`config.mk`:
```
export PLATFORM = sky130hd
export DESIGN_NAME = dmem_arbiter
export DESIGN_NICKNAME = d
export VERILOG_FILES = /design/src/rtl/dmem_arbiter.sv
export SDC_FILE = /design/constraint.sdc
export NUM_CORES = 1
export LEC_CHECK = 0
export ABC_AREA = 0
export BUFFER_PORTS_ARGS = -buffer_cell sky130_fd_sc_hd__buf_4
export CAP_MARGIN = 10
export CORE_MARGIN = 8
export CORE_UTILIZATION = 35
export CTS_CLUSTER_SIZE = 24
export DETAILED_ROUTE_END_ITERATION = 10
export PLACE_DENSITY = 0.77
export SETUP_SLACK_MARGIN = 0.5
export SYNTH_ARGS = -nofsm -noshare
export SYNTH_HDL_FRONTEND = slang
export SYNTH_SLANG_ARGS = --single-unit
```
`constraint.sdc`:
```
create_clock -name clk -period 1.7 [get_ports clk]
set_input_delay 0.255 -clock clk [delete_from_list [all_inputs] [get_ports clk]]
set_output_delay 0.255 -clock clk [all_outputs]
set_load 0.01 [all_outputs]
```
`src/rtl/dmem_arbiter.sv`:
```
// rtl/dmem_arbiter.sv - round-robin data-memory arbiter with locked bursts and CPU stall counter
module dmem_arbiter #(
  parameter int ADDR_W    = 16,
  parameter int DATA_W    = 16,
  parameter int BURST_MAX = 4
) (
  input  logic              clk,
  input  logic              reset,
  input  logic              req0_valid,
  output logic              req0_ready,
  input  logic              req0_we,
  input  logic              req0_lock,
  input  logic [ADDR_W-1:0] req0_addr,
  input  logic [DATA_W-1:0] req0_wdata,
  output logic              rsp0_valid,
  output logic [DATA_W-1:0] rsp0_rdata,
  input  logic              req1_valid,
  output logic              req1_ready,
  input  logic              req1_we,
  input  logic              req1_lock,
  input  logic [ADDR_W-1:0] req1_addr,
  input  logic [DATA_W-1:0] req1_wdata,
  output logic              rsp1_valid,
  output logic [DATA_W-1:0] rsp1_rdata,
  output logic              mem_en,
  output logic              mem_we,
  output logic [ADDR_W-1:0] mem_addr,
  output logic [DATA_W-1:0] mem_wdata,
  input  logic [DATA_W-1:0] mem_rdata,
  output logic              grant_id,
  output logic              busy,
  input  logic              stall_clr,
  output logic [15:0]       stall_cnt
);

  localparam int BW = $clog2(BURST_MAX + 1);

  typedef enum logic [1:0] {IDLE = 2'd0, OWN0 = 2'd1, OWN1 = 2'd2} state_e;

  state_e          state_q, state_d;
  logic            last_q, last_d;
  logic [BW-1:0]   beat_cnt_q, beat_cnt_d;
  logic            rsp0_q, rsp1_q, grant_q;
  logic [15:0]     stall_cnt_q;
  logic            acc0, acc1, acc, win, win_lock;

  always_comb begin
    req0_ready = 1'b0;
    req1_ready = 1'b0;
    state_d    = state_q;
    beat_cnt_d = beat_cnt_q;
    last_d     = last_q;
    mem_en     = 1'b0;
    mem_we     = 1'b0;
    mem_addr   = '0;
    mem_wdata  = '0;

    case (state_q)
      IDLE: begin
        // last_q names the previous winner, so a tie goes to the other requester
        if (req0_valid && req1_valid) begin
          req0_ready = last_q;
          req1_ready = !last_q;
        end else begin
          req0_ready = req0_valid;
          req1_ready = req1_valid;
        end
      end
      OWN0:    req0_ready = req0_valid;
      OWN1:    req1_ready = req1_valid;
      default: ;
    endcase

    acc0     = req0_valid && req0_ready;
    acc1     = req1_valid && req1_ready;
    acc      = acc0 || acc1;
    win      = acc1;
    win_lock = win ? req1_lock : req0_lock;

    if (acc) begin
      mem_en    = 1'b1;
      mem_we    = win ? req1_we : req0_we;
      mem_addr  = win ? req1_addr : req0_addr;
      mem_wdata = win ? req1_wdata : req0_wdata;
      last_d    = win;
      if (win_lock && (int'(beat_cnt_q) + 1 < BURST_MAX)) begin
        state_d    = win ? OWN1 : OWN0;
        beat_cnt_d = beat_cnt_q + BW'(1);
      end else begin
        state_d    = IDLE;
        beat_cnt_d = '0;
      end
    end else if (state_q != IDLE) begin
      // owner withdrew its request: ownership is dropped
      state_d    = IDLE;
      beat_cnt_d = '0;
    end
  end

  always_ff @(posedge clk or negedge reset) begin
    if (!reset) begin
      state_q     <= IDLE;
      last_q      <= 1'b1;
      beat_cnt_q  <= '0;
      rsp0_q      <= 1'b0;
      rsp1_q      <= 1'b0;
      grant_q     <= 1'b0;
      stall_cnt_q <= '0;
    end else begin
      state_q    <= state_d;
      last_q     <= last_d;
      beat_cnt_q <= beat_cnt_d;
      rsp0_q     <= acc0 && !req0_we;
      rsp1_q     <= acc1 && !req1_we;
      if (acc) grant_q <= win;
      if (stall_clr)
        stall_cnt_q <= '0;
      else if (req0_valid && !req0_ready && (stall_cnt_q != 16'hFFFF))
        stall_cnt_q <= stall_cnt_q + 16'd1;
    end
  end

  assign rsp0_valid = rsp0_q;
  assign rsp1_valid = rsp1_q;
  assign rsp0_rdata = mem_rdata;
  assign rsp1_rdata = mem_rdata;
  assign grant_id   = grant_q;
  assign busy       = (state_q != IDLE);
  assign stall_cnt  = stall_cnt_q;

endmodule

```
==> impl_metrics.yaml, run 1 <==
status:
  status: "finished, violations left"
  violations: "negative setup slack"
synth:
  synthMostInstantiatedCell: "sky130_fd_sc_hd__nand2_1"
  count_of_cell_types_in_the_netlist: 44
  synth_edf_count: 0
  ys.warnings.count: 0
  ys.flop_type: "sky130_fd_sc_hd__dfrtp_1"
  ys_async_sr_fraction_pct: 100
  ys_seq_elements: 25
  synth_top_cells_by_count: "sky130_fd_sc_hd__nand2_1, sky130_fd_sc_hd__nand3_1, sky130_fd_sc_hd__buf_4, sky130_fd_sc_hd__dfrtp_1"
  synth_top_cells_by_area: "sky130_fd_sc_hd__dfrtp_1, sky130_fd_sc_hd__nand2_1, sky130_fd_sc_hd__buf_4, sky130_fd_sc_hd__nand3_1, sky130_fd_sc_hd__a21oi_1"
  yosys.area.top_type: "sky130_fd_sc_hd__dfrtp_1"
  synth_top_cell_area_share_pct: 28.3
  synthesis.instances: 285
  synth.yosys.seq_area_share_pct: 29.6
  synthesis.area_per_instance_um2: 7.44
  syn-num-nets: 376
  syn-cell-area_um2: 2120
timing:
  final-max-slew-violation-count: 0
  max_freq_ghz: 0.518
  fin_hold_ws_ns: 0.137
  max_slew.worst_pin.slew_ns: 0.450
  relSlewSlack_pct: 69.9
  setup_repair_after_global_routing_missed_its_margin: "true"
  final.min_clock_period_ns: 1.93
  report.final.hold_viol_count: 0
  report.final.setup_viol: 53
  post-route-worst-setup-slack_ns: -0.231
  finalClockSkew_ns: 0.00294
  final_min_period_over_clock_period_pct: 114
routing:
  first_pass_iters: 4
  drt-initial-drc-count: 88
  totalWireLength_um: 10600
  drc_errors_left: 0
  ant_nets: 0
  num_vias: 2773
  routed_len_inst_um: 20.7
  avgViaCountPerCell: 5.42
power:
  power_spent_charging_and_discharging_nets_mw: 0.962
  netSwitchingFraction_pct: 37.3
  clkPwrFrac_pct: 13.9
  comb_power_share_pct: 60.5
  p_leak_nw: 2.21
  seq_power_share_pct: 25.6
  power_report.internal_total_mw: 1.62
  cellPowerDensity_nw_per_um2: 545
  power_mw: 2.58
  max_ir_drop_vdd_uv: 445
clock_network:
  clock_latency_ns: 0.27
  clockRootBuffer: "sky130_fd_sc_hd__clkbuf_8"
  clock_path_buffers: 2
  tritoncts: "yes"
  htree_num_levels: 1
  numCtsBuffers: 3
  cts_sinks: 25
  cts.reportedPaths.clkPinSlew_ns: 0.09
cells_and_area:
  area_growth_pct: 123
  layoutNonFillerInstCount: 512
  layout-drive-gt1-share_pct: 80.3
  finalNetCount: 529
  insertedDiodeCount: 0
  finalCoreUtilization_pct: 80.5
floorplan:
  io_pins: 177
  floorplan.core_area_um2: 5890
  die-area_um2: 8800
  initial_core_util_pct: 36.0
  fp-row-count: 28
  die_w_um: 93.8
  die-height_um: 93.8
global_routing:
  grt.total_usage_pct: 19.9
  via_count_of_the_first_global_routing_pass: 2827
  grt_max_degree: 35
  grt_first_pass_wirelength_um: 14300
  antenna_violations_before_repair: 0
  grt_overflow: 0
placement:
  dp.final_hpwl_um: 6420
  gp_routability_congestion: 0.838
  placed_cells: 475
  numPortBuffers: 128
setup_path:
  timing.critical_path.fanout_max: 6
  start_kind: "flop"
  worstSetupEndpointType: "output port"
  critical_path_class: "reg -> out"
  worst_ep_arrival_time_ns: 1.68
  required_ns: 1.44
worst_hold_path:
  timing.hold.worst.class: "in -> reg"
flow_run:
  max-cap-violations: 0
path summary, 6_finish.rpt:
| check | start | to | slack (ns) | cells after the start |
|---|---|---|---|---|
| max in group asynchronous | reset | last_q | 0.98 | 2 |
| min in group asynchronous | reset | stall_cnt[11] | 0.43 | 2 |
| setup reg to reg | last_q | stall_cnt[14] | -0.21 | 8 |
| hold reg to reg | grant_id | grant_id | 0.51 | 2 |
| hold / removal | req0_we | rsp0_valid | 0.14 | 2 |
| setup / recovery | last_q | mem_addr[1] | -0.23 | 7 |
worst max-delay path, cell delays in order, from the launching register on:
cell	delay, ns
sky130_fd_sc_hd__dfstp_2	0.55
sky130_fd_sc_hd__nand3b_1	0.15
sky130_fd_sc_hd__nand2_4	0.14
sky130_fd_sc_hd__buf_6	0.13
sky130_fd_sc_hd__clkbuf_16	0.14
sky130_fd_sc_hd__nand3_1	0.10
sky130_fd_sc_hd__nand2_2	0.08
sky130_fd_sc_hd__buf_4	0.11
state kept, by name (all words and copies together) (netlist names):
signal	cells
beat_cnt_q	3
rsp1_valid	1
state_q	2
rsp0_valid	1
grant_id	1
last_q	1
stall_cnt	16
per-layer routing:
layer / vias up / share of wire (%) / GRT usage [%]
met2: 139 / 54 / 36.8
li1: 1262 / - / -
met5: - / 0 / 0
met1: 1337 / 37 / 21.6
met3: 35 / 6.9 / 5.12
met4: 0 / 2.8 / 5.94
placed cells by master, fill, tap and decap left out, types with 5 or more instances in the layout:
cell / netlist / routed
sky130_fd_sc_hd__buf_4: 32 / 116
sky130_fd_sc_hd__buf_6: 2 / 68
sky130_fd_sc_hd__nand2_4: 0 / 42
sky130_fd_sc_hd__nand2_2: 0 / 26
sky130_fd_sc_hd__dfrtp_1: 24 / 20
sky130_fd_sc_hd__nand3_2: 0 / 17
sky130_fd_sc_hd__nand3_4: 0 / 14
sky130_fd_sc_hd__nand3_1: 43 / 12
sky130_fd_sc_hd__nand2_1: 76 / 8
sky130_fd_sc_hd__nor2_1: 11 / 8
sky130_fd_sc_hd__a21oi_2: 0 / 8
sky130_fd_sc_hd__or4_4: 0 / 7
sky130_fd_sc_hd__o31ai_1: 6 / 6
sky130_fd_sc_hd__buf_12: 0 / 6
sky130_fd_sc_hd__nor2b_1: 7 / 5
sky130_fd_sc_hd__nor4_4: 1 / 5
sky130_fd_sc_hd__mux2_4: 1 / 5
power groups by stage:
stage	registers, mW	clock network (mW)	logic [mW]
CTS	0.656	0.364	1.31
finish	0.660	0.359	1.56
global placement	0.671	0	1.08
global route	0.662	0.386	1.64
floorplan	0.681	0	0.694
detailed placement	0.675	0	1.10
area by class of cell:
cell class	count	area, um^2
clock buffer	3	41.3
clock inverter	1	5.00
fill	334	1150
inverter	4	20.0
multi-input combinational	209	2070
sequential	25	632
tap	75	93.8
timing repair buffer	195	1870
cells by family (layout without fill, tap and decap cells):
kind of cell               count (synthesis)  count (layout)  share of synthesized area [%]
AOI/OAI and AO/OA                         28              28                           9.15
muxes                                      6               6                           3.36
adders and majority gates                  2               2                           1.18
DFF                                       25              25                           29.6
buffers and inverters                     51             203                           15.5
and+or+nand+nor                          173             173                           41.3
stage by stage:
stage / worst slack, ns / TNS [ns] / instance area (um^2)
3_5_place_dp: -0.0723 / -0.237 / 3730
3_3_place_gp: -0.00519 / -0.00519 / 3730
2_1_floorplan: 0.0434 / 0 / 2790
6_report: -0.231 / -8.95 / 4740
5_1_grt: -0.293 / -12.04 / 4740
4_1_cts: -0.209 / -7.94 / 4280
timing repair:
item | in CTS | in global routing
resized for setup | 66 | 72
setup buffers | 19 | 9
hold endpoints to repair | 24 | 0
endpoints found under the setup margin | 72 | 74
hold buffers | 1 | 0
gates cloned | 2 | 2
pin swaps | 9 | 57
Note: power is estimated with default switching activity, not from simulation.
==> inputs of run 2 (changes only) <==
==> constraint.sdc (replaced) <==
create_clock -name clk -period 1.7 [get_ports clk]
set_input_delay 0.17 -clock clk [delete_from_list [all_inputs] [get_ports clk]]
set_output_delay 0.17 -clock clk [all_outputs]
set_load 0.01 [all_outputs]
==> run 2 against run 1 <==
  * The flow still finishes with violations (negative setup slack)
  * Cell count is 2.3% lower
  * Utilization fell by 7.5 points
  * Global-route usage decreased by 2.3 points
  * Combinational power decreased by 13%
  * Power fell by 7.3%
  * Non-clock buffer count is 12 lower
  * Critical path depth is the same
  * Worst hold slack got worse by 0.097 ns
  * Clock skew up 0.0056 ns
  * Critical path type is now reg -> reg
  * Highest routed layer unchanged
==> impl_metrics.yaml, run 2 (synthesis gave the netlist of run 1 again) <==
status:
  status: "finished, violations left"
  violations: "negative setup slack"
clock_network:
  clock_path_buffers: 2
  cts_sinks: 25
  clockRootBuffer: "sky130_fd_sc_hd__clkbuf_8"
  clock_latency_ns: 0.29
  tritoncts: "yes"
  htree_num_levels: 1
  numCtsBuffers: 3
  cts.reportedPaths.clkPinSlew_ns: 0.10
setup_path:
  sum_of_buffers_and_inverters_on_the_critical_path: 3
  worstReg2RegStart: "last_q"
  worst-r2r-setup-slack_ns: -0.24
  r2r_cells: 7
  timing.critical_path.fanout_max: 11
  required_ns: 1.92
  cpPeakStageDelay_ns: 0.55
  critical_path_class: "reg -> reg"
  worst_path_max_delay_cell: "sky130_fd_sc_hd__or4_1"
  worstSetupEndpointType: "flop"
  crit_top_cell: "sky130_fd_sc_hd__buf_4"
  critical_path.top_delay_family: "simple AND/OR/NAND/NOR gates"
  worstSetupEndpoint: "stall_cnt[6]"
  regToRegEndpoint: "stall_cnt[6]"
  cp_cell_sequence: "buf_4 > buf_6 > nor3b_4 > o21ai_4 > buf_4 > or4_1 > a21oi_2"
  worst_ep_arrival_time_ns: 2.15
  start_kind: "flop"
  cp.depth: 7
  setup.worst_path.start: "last_q"
timing:
  report.final.hold_viol_count: 0
  setup_repair_after_global_routing_missed_its_margin: "true"
  final_min_period_over_clock_period_pct: 114
  max_slew.worst_pin.slew_ns: 0.415
  fin_hold_ws_ns: 0.0403
  finalClockSkew_ns: 0.00850
  final.min_clock_period_ns: 1.94
  max_freq_ghz: 0.516
  final-max-slew-violation-count: 0
  report.final.setup_viol: 51
  relSlewSlack_pct: 72.1
  post-route-worst-setup-slack_ns: -0.238
global_routing:
  antenna_violations_before_repair: 0
  grt_max_degree: 26
  grt.total_usage_pct: 17.6
  gr-max-usage-layer: "met2"
  use_met2_pct: 30.9
  grt_first_pass_wirelength_um: 12800
  groute.layer.met1.usage_pct: 20.9
  grt_overflow: 0
  grtUsageMet3_pct: 4.80
  via_count_of_the_first_global_routing_pass: 2593
placement:
  gp_routability_congestion: 0.872
  placed_cells: 472
  numPortBuffers: 128
  dp.final_hpwl_um: 6580
worst_hold_path:
  timing.hold.worst.class: "in -> reg"
cells_and_area:
  largest_register_ffs: 16
  multi_input_area_um2: 1890
  layoutNonFillerInstCount: 500
  sequential_cell_area_um2: 633
  insertedDiodeCount: 0
  layout-drive-gt1-share_pct: 77.2
  most_frequent_standard_cell_in_the_layout_excluding_fill_and_tap_cells: "sky130_fd_sc_hd__buf_4"
  area_growth_pct: 103
  finalCoreUtilization_pct: 73.0
  finalNetCount: 517
  filler_cell_count: 426
  mostFrequentLayoutCells: "sky130_fd_sc_hd__buf_4, sky130_fd_sc_hd__nand2_4, sky130_fd_sc_hd__buf_6"
floorplan:
  initial_core_util_pct: 36.0
  die_w_um: 93.8
  die-area_um2: 8800
  floorplan.core_area_um2: 5890
  fp-row-count: 28
  die-height_um: 93.8
  io_pins: 177
routing:
  avgViaCountPerCell: 5.20
  drt-initial-drc-count: 115
  drc_errors_left: 0
  first_pass_iters: 5
  routed_len_inst_um: 18.0
  num_vias: 2598
  totalWireLength_um: 9000
  ant_nets: 0
power:
  cellPowerDensity_nw_per_um2: 556
  power_mw: 2.39
  p_leak_nw: 2.09
  max_ir_drop_vdd_uv: 452
flow_run:
  max-cap-violations: 0
==> run 2: through the flow <==
stage,cell area [um^2],setup slack [ns],TNS [ns]
CTS,3960,-0.204,-6.66
floorplan,2790,0.0434,0
finish,4300,-0.238,-8.96
detailed placement,3700,-0.0928,-0.486
global placement,3700,-0.0854,-0.159
global route,4300,-0.289,-12.01
==> run 2: what timing repair did <==
item                                    in CTS  in global routing
hold endpoints to repair                    24                  0
cloned                                       0                  4
endpoints found under the setup margin      59                 62
hold buffers                                 1                  0
pin swaps                                    4                 10
resized for setup                           39                 34
buffers inserted                             5                 14
==> run 2: how the worst min path moves through the flow <==
stage,startpoint,endpoint,depth (start not counted)
after floorplan,reset,beat_cnt_q[0],0
after CTS,req1_we,rsp1_valid,2
after global routing,req1_we,rsp1_valid,2
after detailed placement,reset,stall_cnt[15],1
after global placement,reset,stall_cnt[12],1
final,req1_we,rsp1_valid,2
==> run 2: power breakdown <==
part	internal (mW)	total [mW]	switching, mW
clock	0.165	0.379	0.214
combinational	0.707	1.35	0.642
sequential	0.633	0.662	0.0290
total	1.50	2.39	0.885
==> run 2: layout make-up <==
cell class | instances | area share, %
multi-input combinational | 209 | 44.0
tap | 75 | 2.18
clock inverter | 1 | 0.116
timing repair buffer | 183 | 37.4
sequential | 25 | 14.7
inverter | 4 | 0.524
clock buffer | 3 | 0.961
==> run 2: routing by layer <==
metal / part of all wire (%) / up-vias
li1: - / 1239
met1: 39 / 1241
met2: 52 / 106
met3: 7.8 / 12
met4: 1.2 / 0
met5: 0 / -
==> inputs of run 3 (changes only) <==
--- a/config.mk
+++ b/config.mk
@@ -12,6 +12,7 @@
 export CORE_UTILIZATION = 35
 export CTS_CLUSTER_SIZE = 24
 export DETAILED_ROUTE_END_ITERATION = 10
+export GPL_TIMING_DRIVEN = 0
 export PLACE_DENSITY = 0.77
 export SETUP_SLACK_MARGIN = 0.5
 export SYNTH_ARGS = -nofsm -noshare
==> run 3 against run 2 <==
  * The run still ends with negative setup slack left
  * Non-clock buffer count up 59
  * Routed wire length up 17%
  * Setup slack better by 0.033 ns
  * Worst hold slack worse by 0.0012 ns
  * Fmax is 1.7% higher
  * Highest routed layer unchanged
==> impl_metrics.yaml, run 3 (synthesis gave the netlist of run 1 again) <==
status:
  status: "finished, violations left"
  violations: "negative setup slack"
timing:
  finalClockSkew_ns: 0.00521
  report.final.setup_viol: 46
  relSlewSlack_pct: 57.4
  final_min_period_over_clock_period_pct: 112
  post-route-worst-setup-slack_ns: -0.204
  max_freq_ghz: 0.525
  max_slew.worst_pin.slew_ns: 0.639
  final.min_clock_period_ns: 1.90
  report.final.hold_viol_count: 0
  fin_hold_ws_ns: 0.0392
  setup_repair_after_global_routing_missed_its_margin: "true"
  final-max-slew-violation-count: 0
global_routing:
  grt_overflow: 0
  grt_max_degree: 26
  grt_first_pass_wirelength_um: 14500
  via_count_of_the_first_global_routing_pass: 2848
  antenna_violations_before_repair: 0
  grt.total_usage_pct: 20.3
flow_run:
  max-cap-violations: 0
cells_and_area:
  layout-drive-gt1-share_pct: 80.6
  largest_register_ffs: 16
  most_frequent_standard_cell_in_the_layout_excluding_fill_and_tap_cells: "sky130_fd_sc_hd__buf_4"
  finalNetCount: 576
  layoutNonFillerInstCount: 559
  insertedDiodeCount: 0
  filler_cell_count: 360
  mostFrequentLayoutCells: "sky130_fd_sc_hd__buf_4, sky130_fd_sc_hd__nand2_4, sky130_fd_sc_hd__buf_6"
  area_growth_pct: 130
routing:
  avgViaCountPerCell: 5.20
  ant_nets: 0
  first_pass_iters: 4
  num_vias: 2909
  drt-initial-drc-count: 96
  totalWireLength_um: 10600
  routed_len_inst_um: 18.9
  drc_errors_left: 0
clock_network:
  htree_num_levels: 1
  tritoncts: "yes"
  clock_path_buffers: 2
  cts.reportedPaths.clkPinSlew_ns: 0.10
  clock_latency_ns: 0.28
  numCtsBuffers: 3
  cts_sinks: 25
  clockRootBuffer: "sky130_fd_sc_hd__clkbuf_8"
placement:
  gp_routability_congestion: 0.882
  dp.final_hpwl_um: 7350
  numPortBuffers: 160
  placed_cells: 520
  placement.setup.worst_slack_ns: -0.135
setup_path:
  timing.critical_path.fanout_max: 8
  r2r_cells: 6
  worstSetupEndpointType: "output port"
  required_ns: 1.53
  critical_path.top_delay_family: "flip-flops"
  worst_path_max_delay_cell: "sky130_fd_sc_hd__dfstp_2"
  cp_cell_sequence: "nand3b_1 > nand2_4 > clkinv_8 > clkbuf_16 > nand2_4 > nand2_2 > buf_6"
  cpPeakStageDelay_ns: 0.55
  worst_ep_arrival_time_ns: 1.73
  start_kind: "flop"
  sum_of_buffers_and_inverters_on_the_critical_path: 3
  critical_path_class: "reg -> out"
  crit_top_cell: "sky130_fd_sc_hd__nand2_4"
  cp.depth: 7
power:
  p_leak_nw: 2.41
  max_ir_drop_vdd_uv: 590
  cellPowerDensity_nw_per_um2: 533
floorplan:
  io_pins: 177
  die-area_um2: 8800
  die-height_um: 93.8
  fp-row-count: 28
  initial_core_util_pct: 36.0
  die_w_um: 93.8
  floorplan.core_area_um2: 5890
worst_hold_path:
  timing.hold.worst.class: "in -> reg"
  holdPathStages: 2
[run 3: final timing paths]
kind,from,end,slack (ns)
setup / recovery,last_q,mem_wdata[10],-0.20
hold / removal,req0_we,rsp0_valid,0.04
setup reg to reg,last_q,stall_cnt[14],-0.09
hold reg to reg,grant_id,grant_id,0.52
max in group asynchronous,reset,last_q,1.06
min in group asynchronous,reset,stall_cnt[11],0.33
[run 3: area by class of cell]
type	instances	area [um^2]	share of cell area (%)
Inverter	4	32.5	0.669
Sequential cell	25	638	13.1
Clock buffer	3	41.3	0.849
Multi-Input combinational cell	209	1960	40.3
Buffer	47	453	9.31
Clock inverter	1	7.51	0.154
Timing Repair Buffer	195	1640	33.7
Tap cell	75	93.8	1.93
[run 3: layer usage]
| layer | vias to the layer above | GRT usage (%) | share of wire, % |
|---|---|---|---|
| li1 | 1357 | - | - |
| met1 | 1394 | 22.7 | 36 |
| met2 | 139 | 37.9 | 54 |
| met3 | 19 | 3.84 | 7.5 |
| met4 | 0 | 5.15 | 2.1 |
| met5 | - | 0 | 0 |
[run 3: what timing repair did]
item / 4_1_cts / 5_1_grt
hold endpoints to repair: 24 / 0
gates cloned: 3 / 0
pin swaps: 10 / 26
setup endpoints to repair: 58 / 62
hold buffers: 1 / 0
resized for setup: 48 / 56
setup buffers: 12 / 19
[run 3: per-stage QoR]
step	utilization, %	power [mW]	setup TNS (ns)	cell area, um^2
6_report	82.7	2.59	-6.72	4860
5_1_grt	82.7	2.71	-10.35	4860
3_5_place_dp	69.3	1.91	-0.403	4080
3_3_place_gp	69.3	1.89	-0.377	4080
2_1_floorplan	-	1.38	0	2790
4_1_cts	76.1	2.47	-5.78	4480
[run 3: power by group]
group / switching, mW / total [mW] / internal (mW) / leakage, nW
clock network: 0.216 / 0.383 / 0.167 / 0.0217
registers: 0.0310 / 0.664 / 0.633 / 0.324
logic: 0.723 / 1.54 / 0.820 / 2.07
total: 0.971 / 2.59 / 1.62 / 2.41
